**src/rtl/mc_alu.sv**
```systemverilog
// Multi-cycle ALU: single-cycle logic/arith ops and a WIDTH-cycle
// shift-add multiplier behind a valid/ready handshake on both sides.
module mc_alu #(
  parameter int unsigned WIDTH = 32,
  parameter int unsigned SHW   = $clog2(WIDTH)
) (
  input  logic             clk,
  input  logic             rst_n,
  input  logic             in_valid,
  output logic             in_ready,
  input  logic [3:0]       control,
  input  logic [WIDTH-1:0] oper1,
  input  logic [WIDTH-1:0] oper2,
  output logic             out_valid,
  input  logic             out_ready,
  output logic [WIDTH-1:0] result,
  output logic             overflow,
  output logic             zero,
  output logic             illegal,
  output logic             busy
);

  typedef enum logic [1:0] {IDLE, MUL, DONE} state_t;

  typedef enum logic [3:0] {
    OP_ADD = 4'd0, OP_SUB = 4'd1, OP_MUL = 4'd2, OP_AND = 4'd3, OP_OR  = 4'd4,
    OP_XOR = 4'd5, OP_SLL = 4'd6, OP_SRL = 4'd7, OP_SRA = 4'd8, OP_SLT = 4'd9
  } op_t;

  state_t                 state, state_next;
  logic                   accept;
  logic                   mul_last;
  logic [SHW-1:0]         cnt;
  logic [WIDTH-1:0]       mplier;
  logic [2*WIDTH-1:0]     mcand;
  logic [2*WIDTH-1:0]     acc;
  logic [2*WIDTH-1:0]     acc_next;
  logic [WIDTH-1:0]       sum;
  logic [WIDTH-1:0]       diff;
  logic [SHW-1:0]         sh;
  logic [WIDTH-1:0]       alu_res;
  logic                   alu_ovf;
  logic                   alu_ill;

  assign accept    = in_valid && in_ready;
  assign mul_last  = (state == MUL) && (cnt == SHW'(WIDTH - 1));
  assign acc_next  = acc + (mplier[cnt] ? mcand : '0);
  assign sum       = oper1 + oper2;
  assign diff      = oper1 - oper2;
  assign sh        = oper2[SHW-1:0];
  assign out_valid = (state == DONE);
  assign busy      = (state != IDLE);

  // State register
  always_ff @(posedge clk or negedge rst_n) begin
    if (!rst_n) state <= IDLE;
    else        state <= state_next;
  end

  // Next-state and handshake: a consumed result may be replaced on the same edge
  always_comb begin
    state_next = state;
    in_ready   = 1'b0;
    case (state)
      IDLE: begin
        in_ready = 1'b1;
        if (in_valid) state_next = (control == OP_MUL) ? MUL : DONE;
      end
      MUL: begin
        if (mul_last) state_next = DONE;
      end
      DONE: begin
        if (out_ready) begin
          in_ready = 1'b1;
          if (in_valid) state_next = (control == OP_MUL) ? MUL : DONE;
          else          state_next = IDLE;
        end
      end
      default: state_next = IDLE;
    endcase
  end

  // Single-cycle operations evaluated straight from the request operands
  always_comb begin
    alu_res = '0;
    alu_ovf = 1'b0;
    alu_ill = 1'b0;
    case (control)
      OP_ADD: begin
        alu_res = sum;
        alu_ovf = (oper1[WIDTH-1] == oper2[WIDTH-1]) && (sum[WIDTH-1] != oper1[WIDTH-1]);
      end
      OP_SUB: begin
        alu_res = diff;
        alu_ovf = (oper1[WIDTH-1] != oper2[WIDTH-1]) && (diff[WIDTH-1] != oper1[WIDTH-1]);
      end
      OP_MUL: alu_res = '0;
      OP_AND: alu_res = oper1 & oper2;
      OP_OR:  alu_res = oper1 | oper2;
      OP_XOR: alu_res = oper1 ^ oper2;
      OP_SLL: alu_res = oper1 << sh;
      OP_SRL: alu_res = oper1 >> sh;
      OP_SRA: alu_res = $signed(oper1) >>> sh;
      OP_SLT: alu_res = {{(WIDTH-1){1'b0}}, ($signed(oper1) < $signed(oper2))};
      default: alu_ill = 1'b1;
    endcase
  end

  // Datapath: capture on accept, one multiplier bit per MUL cycle
  always_ff @(posedge clk or negedge rst_n) begin
    if (!rst_n) begin
      cnt      <= '0;
      mplier   <= '0;
      mcand    <= '0;
      acc      <= '0;
      result   <= '0;
      overflow <= 1'b0;
      zero     <= 1'b0;
      illegal  <= 1'b0;
    end else if (accept) begin
      if (control == OP_MUL) begin
        cnt    <= '0;
        acc    <= '0;
        mplier <= oper2;
        mcand  <= {{WIDTH{1'b0}}, oper1};
      end else begin
        result   <= alu_res;
        overflow <= alu_ovf;
        zero     <= (alu_res == '0);
        illegal  <= alu_ill;
      end
    end else if (state == MUL) begin
      acc   <= acc_next;
      mcand <= mcand << 1;
      cnt   <= cnt + 1'b1;
      // The final partial product is folded straight into the result registers
      if (mul_last) begin
        cnt      <= '0;
        result   <= acc_next[WIDTH-1:0];
        overflow <= |acc_next[2*WIDTH-1:WIDTH];
        zero     <= (acc_next[WIDTH-1:0] == '0);
        illegal  <= 1'b0;
      end
    end
  end

endmodule

```
**config.mk**
```make
export PLATFORM = sky130hd
export DESIGN_NAME = mc_alu
export DESIGN_NICKNAME = d
export VERILOG_FILES = /design/src/rtl/mc_alu.sv
export SDC_FILE = /design/constraint.sdc
export NUM_CORES = 1
export LEC_CHECK = 0
export ABC_AREA = 1
export BUFFER_PORTS_ARGS = -buffer_cell sky130_fd_sc_hd__buf_4
export CAP_MARGIN = 0
export CORE_ASPECT_RATIO = 1.4
export CORE_MARGIN = 3
export CORE_UTILIZATION = 35
export DETAILED_ROUTE_END_ITERATION = 8
export PLACE_DENSITY = 0.55
export SYNTH_ARGS = -nofsm -noshare
export SYNTH_HDL_FRONTEND = slang
export SYNTH_SLANG_ARGS = --single-unit
```
**constraint.sdc**
```tcl
create_clock -name clk -period 4.27 [get_ports clk]
set_clock_uncertainty 0.1 [all_clocks]
set_input_delay 0.427 -clock clk [delete_from_list [all_inputs] [get_ports clk]]
set_output_delay 0.427 -clock clk [all_outputs]
set_load 0.05 [all_outputs]
```
* After elaboration in Yosys (flattened, before gate mapping)
Cells that the tools add are included.
** Storage, ports and cells
- Bits in registers :: 202
- Input port bits :: 72
- Logic and storage cells :: 99
- Output and inout bits :: 38
** Cells by class
- Reduce and logical (&&, ||, !) cells :: 17
- Shift-type cells :: 3
- Bitwise operators :: 3
- Magnitude comparators :: 2
- Equal/unequal tests :: 21
- Muxes and demuxes :: 40
- Add/subtract/negate cells :: 4
** Operators with widths (number)
- $mux 64 :: 7
- $pmux 32 s9 :: 1
- $mux 32 :: 4
- $add 64x64->64 :: 1
- $logic_not 32->1 :: 2
- $add 32x32->32 :: 1
- $and 32x32->32 :: 1
- $lt 32x32->1 :: 1
- $or 32x32->32 :: 1
- $reduce_or 32->1 :: 1
- $shl 32x5->32 :: 1
- $shr 32x5->32 :: 1
- $sshr 32x5->32 :: 1
- $sub 32x32->32 :: 1
- $xor 32x32->32 :: 1
- $mux 5 :: 4
- $eq 4x3->1 const B :: 4
- $mux 1 :: 15
- $mux 2 :: 5
- $reduce_or 9->1 :: 1
- $eq 4x2->1 const B :: 2
- $eq 4x4->1 const B :: 2
- $lt 5x6->1 const B :: 1
- $ne 2x2->1 const B :: 3
- other kinds (17) :: 28

* Depth between registers and ports, before layout
Gate-level depths: netlist (run 1).
- Word-level depth :: 8
- Gate-level depth with buffers :: 35
- Depth with buffers taken out :: 32

* Least setup slack after synthesis (run 1)
OpenSTA, ideal clock, no wires.
- Kind :: register to register
- Start point :: register cnt[0]
- End point :: register overflow
- Arrival time :: 3715 ps
- Library setup time :: 118 ps
- Data required time :: 4052 ps
- Setup slack :: 338 ps
- Path buffers :: 3
- Stages on the path, launching flop included :: 36
- Period minus slack after synthesis :: 3932 ps
- Cells stage by stage :: dfrtp_1 buf_2 inv_2 buf_2 nand2_1 nand3_1 nand2_1 a21oi_1 o31ai_1 nand3_1 nand2_1 clkbuf_1 nor2_1 ha_1 inv_1 fa_1 inv_1 nand3_1 nand2_1 nand2_1 nand2_1 nand2_1 nand2_1 nand2_1 nand2_1 nand2_1 nand2_1 nand2_1 nand2_1 nand2_1 nor2_1 nand2_1 nor2_1 nand4_1 nand2_1 nand2_1
** On the way
- Cells in the longest elaborated chain, start to end :: 8
- Elaborated cells between the ends (all ways) :: 12
- Classes of those cells :: add/sub: 1; eq/ne: 1; mux: 6; reduce/logical: 4
** RTL lines
- start: declaration :: line 33 : logic [SHW-1:0] cnt;
- start signal: assignment :: line 135 : cnt <= cnt + 1'b1;
- $bmux 1 s5 :: line 47 : assign acc_next = acc + (mplier[cnt] ? mcand : '0);
- $mux 1 (implied by the code) :: line 47
- $mux 64 :: line 47
- $add 64x64->64 :: line 47
- $reduce_or 32->1 :: line 140 : overflow <= |acc_next[2*WIDTH-1:WIDTH];
- $mux 1 :: line 137 : if (mul_last) begin
- $mux 1 :: line 132 : end else if (state == MUL) begin
- $mux 1 :: line 120 : end else if (accept) begin
- end signal: assignment :: line 128 : overflow <= alu_ovf;
- end signal: assignment :: line 140
- end: declaration :: line 17 : output logic overflow,
Parallel ways exist; a longest one is shown, timed or not. The select of a mux whose other input is x is not followed.
A chain may end at the register's enable or synchronous reset.

* Worst setup path in the final report (run 1)
Same ends and word-level chain as after synthesis.

==> out/metrics.json, run 1 <==
{
  "run_status": {"value": "finished, violations left"},
  "violations": {"value": "setup timing"},
  "slowest_delay": {"value": 0.46, "unit": "ns"},
  "htree_levels": {"value": 1},
  "cts_sinks": {"value": 202},
  "layout.nets": {"value": 4747},
  "leading_post_synthesis_cells_by_instance_count": {"value": "1321 x sky130_fd_sc_hd__nand2_1, 532 x sky130_fd_sc_hd__inv_1, 501 x sky130_fd_sc_hd__nand3_1, 472 x sky130_fd_sc_hd__nor2_1, 246 x sky130_fd_sc_hd__o21ai_0"},
  "drt-vias-per-instance": {"value": 5.376},
  "timing.fmax": {"value": 0.2297, "unit": "GHz"},
  "period_share": {"value": 1.019},
  "postSynthRegisterBits": {"value": 202},
  "top_level_ports": {"value": 110},
  "io_buffer_count": {"value": 109},
  "die_area": {"value": 0.07145, "unit": "mm2"},
  "switching_share": {"value": 0.4905},
  "endpoint_kind": {"value": "register"},
  "fill_cells": {"value": 7556},
  "final_antenna_net_count": {"value": 0},
  "cts_tree": {"value": "yes"},
  "wl": {"value": 125800, "unit": "um"},
  "tritoncts.num_buffers": {"value": 26},
  "slew_headroom": {"value": 0.3070},
  "detailed_place_hpwl": {"value": 102500, "unit": "um"},
  "syn_area_per_cell": {"value": 5.737, "unit": "um2"},
  "dominantRegCellSynth": {"value": "sky130_fd_sc_hd__dfrtp_1"},
  "rows": {"value": 112},
  "drc_errors": {"value": 0},
  "worst_setup_hold_path_clk_slew": {"value": 0.06, "unit": "ns"},
  "slew_at_the_pin_closest_to_its_max_slew_limit": {"value": 1.036, "unit": "ns"},
  "global_route_total_usage_across_every_layer": {"value": 0.3454},
  "final-setup-viol-count": {"value": 1},
  "pwr-share-seq": {"value": 0.181},
  "post_synth_top_area_share": {"value": 0.2117},
  "clockBufferDepth": {"value": 3},
  "crit_path_max_fanout": {"value": 8},
  "number_of_global_route_vias_before_repair": {"value": 28664},
  "die_x": {"value": 226.8, "unit": "um"},
  "synthMostInstantiatedCell": {"value": "sky130_fd_sc_hd__nand2_1"},
  "initial_utilization": {"value": 0.3558},
  "hp-class": {"value": "input pin to register"},
  "hold_viol": {"value": 0},
  "route.vias.total": {"value": 28967},
  "dr.pass1.iters": {"value": 6},
  "routed_wire_length_per_instance": {"value": 23.35, "unit": "um"},
  "timing.final.max_slew_violations": {"value": 0},
  "yosys_warnings": {"value": 0},
  "global_route_wire_length_before_repair": {"value": 181900, "unit": "um"},
  "synth_nets": {"value": 4400},
  "area_of_the_core_region": {"value": 0.06712, "unit": "mm2"},
  "antenna_found_initial": {"value": 5},
  "critical_path.slowest_cell": {"value": "sky130_fd_sc_hd__nor4_2"},
  "period_needed": {"value": 4.353, "unit": "ns"},
  "clk_pwr_share": {"value": 0.127},
  "critPathMostFrequentCell": {"value": "sky130_fd_sc_hd__nand2_1"},
  "ys_async_sr_fraction": {"value": 1.000},
  "path_delay_family": {"value": "simple AND/OR/NAND/NOR gates"},
  "synth_cell_type_count": {"value": 49},
  "synth_area_leaders": {"value": "sky130_fd_sc_hd__dfrtp_1 21%, sky130_fd_sc_hd__nand2_1 21%, sky130_fd_sc_hd__nand3_1 10%, sky130_fd_sc_hd__ha_1 8.5%, sky130_fd_sc_hd__inv_1 8.4%"},
  "total_negative_slack": {"value": -0.08264, "unit": "ns"},
  "comb_power_share": {"value": 0.692},
  "grt_setup_unrepaired": {"value": "true"},
  "area_growth_syn_to_layout": {"value": 22.27, "unit": "%"},
  "synth_enable_flop_cells": {"value": 0},
  "power.density": {"value": 623.6, "unit": "mW/mm2"},
  "ys_seq_area_frac": {"value": 0.2117},
  "syn_inst": {"value": 4163},
  "clkLatencyLatePin": {"value": 0.59, "unit": "ns"},
  "switching_power": {"value": 8932, "unit": "uW"},
  "drt_iter0_markers": {"value": 2718},
  "worst-r2r-setup-slack": {"value": -0.08, "unit": "ns"},
  "synth_area": {"value": 0.02388, "unit": "mm2"},
  "power_report.internal_total": {"value": 9280, "unit": "uW"},
  "max_cap_viol_count": {"value": 0},
  "static_leakage": {"value": 0.01539, "unit": "uW"},
  "grt_max_degree": {"value": 84},
  "worst_setup_path_start_kind": {"value": "register"},
  "die_height": {"value": 315.1, "unit": "um"},
  "critPathRequiredTime": {"value": 4.65, "unit": "ns"},
  "gp_congestion": {"value": 1.099},
  "fin_hold_ws": {"value": 0.09868, "unit": "ns"},
  "critical_path_arrival": {"value": 4.73, "unit": "ns"},
  "ir_worst_vdd": {"value": 496.4, "unit": "uV"},
  "fin_ws": {"value": -0.08264, "unit": "ns"},
  "crit_buf_inv": {"value": 5},
  "setup.worst_path.class": {"value": "register to register"},
  "synthDominantAreaCellType": {"value": "sky130_fd_sc_hd__dfrtp_1"},
  "root_buffer": {"value": "sky130_fd_sc_hd__clkbuf_16"},
  "global_route.overflow_total": {"value": 0},
  "drive_above_1_share": {"value": 0.1508}
}
cells in the final DEF (no fill, tap or decap), types with 12 or more instances in the layout:
cell	synthesis	final
sky130_fd_sc_hd__nand2_1	1321	1297
sky130_fd_sc_hd__inv_1	532	530
sky130_fd_sc_hd__nand3_1	501	493
sky130_fd_sc_hd__buf_4	6	467
sky130_fd_sc_hd__nor2_1	472	442
sky130_fd_sc_hd__o21ai_0	246	224
sky130_fd_sc_hd__dfrtp_1	202	201
sky130_fd_sc_hd__a21oi_1	187	168
sky130_fd_sc_hd__ha_1	162	160
sky130_fd_sc_hd__o22ai_1	51	51
sky130_fd_sc_hd__o211ai_1	48	48
sky130_fd_sc_hd__nand4_1	39	39
sky130_fd_sc_hd__nand2_2	12	34
sky130_fd_sc_hd__nor2_2	8	33
sky130_fd_sc_hd__nor3_1	29	29
sky130_fd_sc_hd__o21ai_1	14	27
sky130_fd_sc_hd__clkbuf_16	0	26
sky130_fd_sc_hd__a21oi_2	2	20
sky130_fd_sc_hd__o21bai_1	20	19
sky130_fd_sc_hd__a31oi_1	17	17
sky130_fd_sc_hd__a22o_1	15	15
sky130_fd_sc_hd__nand3b_1	14	14
sky130_fd_sc_hd__xnor2_1	20	14
sky130_fd_sc_hd__inv_2	13	13
sky130_fd_sc_hd__nand3_2	4	12
routing by layer:
layer	track usage	vias up	routed length (um)
li1	-	14155	-
met1	0.3488	13301	43780
met2	0.5873	1072	59280
met3	0.06007	437	7086
met4	0.3438	2	15650
met5	0	-	10
area by class of cell:
type,count,area [um2],share of cell area
multi-input combinational,3254,16410,0.5621
clock inverter,15,155.1,0.005313
sequential,202,5056,0.1731
timing repair buffer,477,3680,0.1260
inverter,549,2072,0.07095
antenna,3,7.507,0.0002571
clock buffer,33,747.0,0.02558
tap,855,1070,0.03663
logic make-up (layout without fill, tap and decap cells):
family / Yosys count / after routing / synth area share
AOI/OAI and AO/OA: 627 / 627 / 0.1481
xor gates and xnor gates: 32 / 32 / 0.01174
adders and majority gates: 165 / 165 / 0.08738
buffers and inverters: 707 / 1074 / 0.1174
DFF: 202 / 202 / 0.2117
muxes: 6 / 6 / 0.002829
other: 0 / 3 / 0
and+or+nand+nor: 2424 / 2424 / 0.4209
final timing paths:
| kind | from | endpoint | cells past startpoint |
|---|---|---|---|
| hold reg to reg | result[15] | result[15] | 2 |
| setup reg to reg | cnt[0] | overflow | 26 |
| hold / removal | oper2[25] | mplier[25] | 3 |
| min in group asynchronous | rst_n | mcand[59] | 2 |
| setup / recovery | cnt[0] | overflow | 26 |
| max in group asynchronous | rst_n | result[0] | 3 |
timing repair:
action	4_1_cts	5_1_grt
gates cloned	1	0
buffers inserted	5	3
resized for setup	73	61
hold buffers	2	0
endpoints found under the setup margin	10	39
hold endpoints to repair	80	0
pin swaps	10	9
metrics by stage:
step,worst slack (ns),cell area [um2],power [uW],std cells,utilization
after floorplan,0.3378,23880,9319,4163,-
after global placement,-0.2249,27790,15040,5326,0.4140
after detailed placement,-0.3141,27790,15050,5326,0.4140
after CTS,-0.05239,28980,17870,5382,0.4318
after global routing,-0.3159,29190,19520,5385,0.4349
final,-0.08264,29200,18210,5388,0.4350
power by group through the flow:
| stage | clock, uW | sequential [uW] | combinational [uW] |
|---|---|---|---|
| 2_1_floorplan | 0 | 3580 | 5740 |
| 3_3_place_gp | 0 | 3310 | 11700 |
| 3_5_place_dp | 0 | 3310 | 11700 |
| 4_1_cts | 2370 | 3290 | 12200 |
| 5_1_grt | 2440 | 3380 | 13700 |
| 6_report | 2310 | 3300 | 12600 |
state kept, by name (all words and copies together), names as in the netlist:
name and flops:
illegal 1, result 32, cnt 5, mplier 32, overflow 1, zero 1, acc 64, state 2
mcand 64
worst reg2reg max path, stage by stage, from the launching register on:
cell	delay, ns
sky130_fd_sc_hd__dfrtp_2	0.44
sky130_fd_sc_hd__buf_4	0.16
sky130_fd_sc_hd__o21ai_2	0.12
sky130_fd_sc_hd__nor2_1	0.05
sky130_fd_sc_hd__o31ai_1	0.21
sky130_fd_sc_hd__nand3_1	0.18
sky130_fd_sc_hd__nand2_4	0.21
sky130_fd_sc_hd__bufbuf_16	0.32
sky130_fd_sc_hd__nor2_1	0.05
sky130_fd_sc_hd__ha_1	0.30
sky130_fd_sc_hd__buf_4	0.14
sky130_fd_sc_hd__nand2_1	0.10
sky130_fd_sc_hd__nor2_2	0.19
sky130_fd_sc_hd__inv_1	0.09
sky130_fd_sc_hd__nor4_2	0.46
sky130_fd_sc_hd__nand2_2	0.15
sky130_fd_sc_hd__nand2_1	0.09
sky130_fd_sc_hd__nand2_1	0.05
sky130_fd_sc_hd__nand2_1	0.10
sky130_fd_sc_hd__nand2_1	0.05
sky130_fd_sc_hd__nor2_1	0.09
sky130_fd_sc_hd__nand2_1	0.08
sky130_fd_sc_hd__nor2_1	0.12
sky130_fd_sc_hd__buf_4	0.13
sky130_fd_sc_hd__nand4_1	0.09
sky130_fd_sc_hd__nand2_1	0.11
sky130_fd_sc_hd__nand2_1	0.05
Note: power is estimated with default switching activity, not from simulation.
==> run 2, diff against run 1 <==
clock period = 5 ns   (was 4.27 ns; I/O delays follow)
==> run 2 against run 1 <==
  * Critical path depth increased by 2
  * Non-clock buffer count decreased by 285
  * Setup slack improved by 0.44 ns
  * Maximum frequency decreased by 6.3%
  * Core utilization decreased by 3.9 points
  * Routed wire length decreased by 3.6%
  * Sequential share of layout area increased by 1.7 points
  * Highest routed layer is now met4
  * The run now ends clean
  * Critical path type unchanged
  * Count of clock-buffer cells in the layout decreased by 3
  * Global-route usage decreased by 1.3 points
  * Largest power group unchanged
  * Register-to-register slack improved by 0.44 ns
  * Final area decreased by 9.0%
==> out/metrics.json, run 2 (synthesis gave the netlist of run 1 again) <==
{
  "critPathMostFrequentCell": {"value": "sky130_fd_sc_hd__nand2_1"},
  "drt-vias-per-instance": {"value": 5.461, "change": "+1.6%"},
  "wl": {"value": 121200, "unit": "um", "change": "-3.6%"},
  "regs_by_ff_count": {"value": "acc x64, mcand x64"},
  "switching_share": {"value": 0.5311, "change": "+0.04060"},
  "dr.pass1.iters": {"value": 6, "change": "unchanged"},
  "route.vias.total": {"value": 27831, "change": "-3.9%"},
  "static_leakage": {"value": 0.01388, "unit": "uW", "change": "-9.8%"},
  "whs_endpoint": {"value": "state[1]"},
  "grt_max_degree": {"value": 85, "change": "+1.2%"},
  "power.density": {"value": 486.3, "unit": "mW/mm2", "change": "-22%"},
  "critical_path.slowest_cell": {"value": "sky130_fd_sc_hd__dfrtp_1"},
  "die_area": {"value": 0.07145, "unit": "mm2", "change": "unchanged"},
  "critical_path_arrival": {"value": 5.02, "unit": "ns", "change": "+0.29 ns"},
  "worst_setup_path_start_kind": {"value": "register"},
  "timing.final.max_slew_violations": {"value": 0, "change": "unchanged"},
  "crit_path_max_fanout": {"value": 18, "change": "+10"},
  "routed_wire_length_per_instance": {"value": 23.79, "unit": "um", "change": "+1.9%"},
  "reg2regPathDepth": {"value": 28, "change": "+7.7%"},
  "hp-class": {"value": "input pin to register"},
  "root_buffer": {"value": "sky130_fd_sc_hd__clkbuf_16"},
  "area_of_the_core_region": {"value": 0.06712, "unit": "mm2", "change": "unchanged"},
  "clk_pwr_share": {"value": 0.145, "change": "+0.018"},
  "total_negative_slack": {"value": 0, "unit": "ns", "change": "+0.08264 ns"},
  "drive_above_1_share": {"value": 0.06983, "change": "-0.08094"},
  "switching_power": {"value": 6861, "unit": "uW", "change": "-23%"},
  "destination_of_the_worst_register_to_register_timing_path": {"value": "overflow"},
  "regArea": {"value": 0.005055, "unit": "mm2", "change": "about the same"},
  "clockBufferDepth": {"value": 3, "change": "unchanged"},
  "cts_sinks": {"value": 202, "change": "unchanged"},
  "io_buffer_count": {"value": 109, "change": "unchanged"},
  "die_x": {"value": 226.8, "unit": "um", "change": "unchanged"},
  "slowest_delay": {"value": 0.44, "unit": "ns", "change": "-0.02 ns"},
  "hold_viol": {"value": 0, "change": "unchanged"},
  "comb_power_share": {"value": 0.636, "change": "-0.056"},
  "number_of_global_route_vias_before_repair": {"value": 27188, "change": "-5.1%"},
  "antenna_found_initial": {"value": 3, "change": "-2"},
  "drt_iter0_markers": {"value": 2385, "change": "-12%"},
  "drc_errors": {"value": 0, "change": "unchanged"},
  "ir_worst_vdd": {"value": 308.7, "unit": "uV", "change": "-38%"},
  "htree_levels": {"value": 1, "change": "unchanged"},
  "worst_setup_hold_path_clk_slew": {"value": 0.07, "unit": "ns", "change": "about the same"},
  "final_antenna_net_count": {"value": 0, "change": "unchanged"},
  "final-setup-viol-count": {"value": 0, "change": "-1"},
  "pwr-share-seq": {"value": 0.219, "change": "+0.038"},
  "power_report.internal_total": {"value": 6058, "unit": "uW", "change": "-35%"},
  "hold_depth": {"value": 4, "change": "+1"},
  "multiInputGateArea": {"value": 0.01605, "unit": "mm2", "change": "-2.2%"},
  "final_core_utilization": {"value": 0.3958, "change": "-0.03928"},
  "grt_setup_unrepaired": {"value": "false"},
  "tritoncts.num_buffers": {"value": 25, "change": "-3.8%"},
  "reg2reg_from": {"value": "cnt[0]"},
  "die_height": {"value": 315.1, "unit": "um", "change": "unchanged"},
  "period_needed": {"value": 4.647, "unit": "ns", "change": "+0.2945 ns"},
  "setup.worst_path.class": {"value": "register to register"},
  "final_common_cell": {"value": "sky130_fd_sc_hd__nand2_1"},
  "critPathRequiredTime": {"value": 5.38, "unit": "ns", "change": "+0.73 ns"},
  "fill_cells": {"value": 7642, "change": "+1.1%"},
  "detailed_place_hpwl": {"value": 100500, "unit": "um", "change": "-2.0%"},
  "layout.nets": {"value": 4461, "change": "-6.0%"},
  "hp-start": {"value": "out_ready"},
  "endpoint_kind": {"value": "register"},
  "period_share": {"value": 0.9294, "change": "-0.08993"},
  "global_route.overflow_total": {"value": 0, "change": "unchanged"},
  "place_inst": {"value": 5051, "change": "-5.2%"},
  "area_growth_syn_to_layout": {"value": 11.23, "unit": "%"},
  "fin_hold_ws": {"value": 0.07947, "unit": "ns", "change": "-0.01921 ns"},
  "worst-r2r-setup-slack": {"value": 0.35, "unit": "ns", "change": "+0.44 ns"},
  "gp_congestion": {"value": 1.057, "change": "-3.9%"},
  "stdcell_count": {"value": 5096, "change": "-5.4%"},
  "most-common-layout-cells": {"value": "1319 x sky130_fd_sc_hd__nand2_1, 530 x sky130_fd_sc_hd__inv_1, 501 x sky130_fd_sc_hd__nand3_1"},
  "global_route_wire_length_before_repair": {"value": 174500, "unit": "um", "change": "-4.1%"},
  "run_status": {"value": "completed"},
  "timing.fmax": {"value": 0.2152, "unit": "GHz", "change": "-6.3%"},
  "top_level_ports": {"value": 110, "change": "unchanged"},
  "clkLatencyLatePin": {"value": 0.59, "unit": "ns", "change": "about the same"},
  "slew_headroom": {"value": 0.2847, "change": "-0.02234"},
  "global_route_total_usage_across_every_layer": {"value": 0.3321, "change": "-0.01336"},
  "slew_at_the_pin_closest_to_its_max_slew_limit": {"value": 1.069, "unit": "ns", "change": "+0.03339 ns"},
  "cts_tree": {"value": "yes"},
  "max_cap_viol_count": {"value": 0, "change": "unchanged"},
  "initial_utilization": {"value": 0.3558, "change": "unchanged"},
  "rows": {"value": 112, "change": "unchanged"}
}
-- run 2: changes by cell type in the layout (fill, tap and decap cells not counted), moves of 19 or more --
| cell | previous run | this run |
|---|---|---|
| sky130_fd_sc_hd__nor2_2 | 33 | 11 |
| sky130_fd_sc_hd__nand2_1 | 1297 | 1319 |
| sky130_fd_sc_hd__nand2_2 | 34 | 13 |
| sky130_fd_sc_hd__nor2_1 | 442 | 468 |
| sky130_fd_sc_hd__a21oi_1 | 168 | 187 |
| sky130_fd_sc_hd__o21ai_0 | 224 | 246 |
| sky130_fd_sc_hd__buf_4 | 467 | 186 |
-- run 2: power groups by stage --
stage / Clock [uW] / Sequential, uW / Combinational (uW)
after CTS: 1930 / 2820 / 8170
after global placement: 0 / 2850 / 8130
after global routing: 1970 / 2900 / 9040
after detailed placement: 0 / 2840 / 8150
final: 1880 / 2830 / 8220
after floorplan: 0 / 3060 / 4900
-- run 2: area by class of cell --
type,count,share of cell area
clock buffers,30,0.02576
flip-flops and latches,202,0.1903
inverters,549,0.07781
repair buffers,192,0.05652
diodes,2,0.0001884
clock inverters,12,0.005040
multi-input cells,3254,0.6041
well taps,855,0.04027
-- run 2: critical path: cells and delay by family (launching register included) --
kind	cells	cell delay (ns)
fa+ha+maj	1	0.29
flops	1	0.44
simple gates	19	1.94
compound gates	5	1.08
buf+inv	3	0.68
-- run 2: how the worst max path moves through the flow --
stage          startpoint  endpoint  slack, ns
6_report           cnt[0]  overflow       0.35
5_1_grt            cnt[0]      zero       0.03
4_1_cts            cnt[0]  overflow       0.22
3_5_place_dp       cnt[0]  overflow       0.24
3_3_place_gp       cnt[0]  overflow       0.26
2_1_floorplan      cnt[0]  overflow       1.07
-- run 2: timing repair --
item                                   CTS  global route
setup endpoints to repair                0             2
buffers inserted                         0             0
hold buffers                             1             0
gates resized for setup                  0             2
endpoints found under the hold margin   76             0
-- run 2: per-layer routing --
layer  global-route usage  share of wire
met3              0.03334          0.046
met2               0.5826           0.48
met5                    0              0
met4               0.3059           0.11
met1               0.3453           0.36
-- run 2: stage by stage --
stage	cell area, um2	setup slack [ns]	power (uW)
after floorplan	23880	1.068	7958
after detailed placement	25720	0.2370	10980
after global routing	26560	0.02974	13900
after CTS	26550	0.2229	12920
final	26570	0.3529	12920
after global placement	25720	0.2579	10980
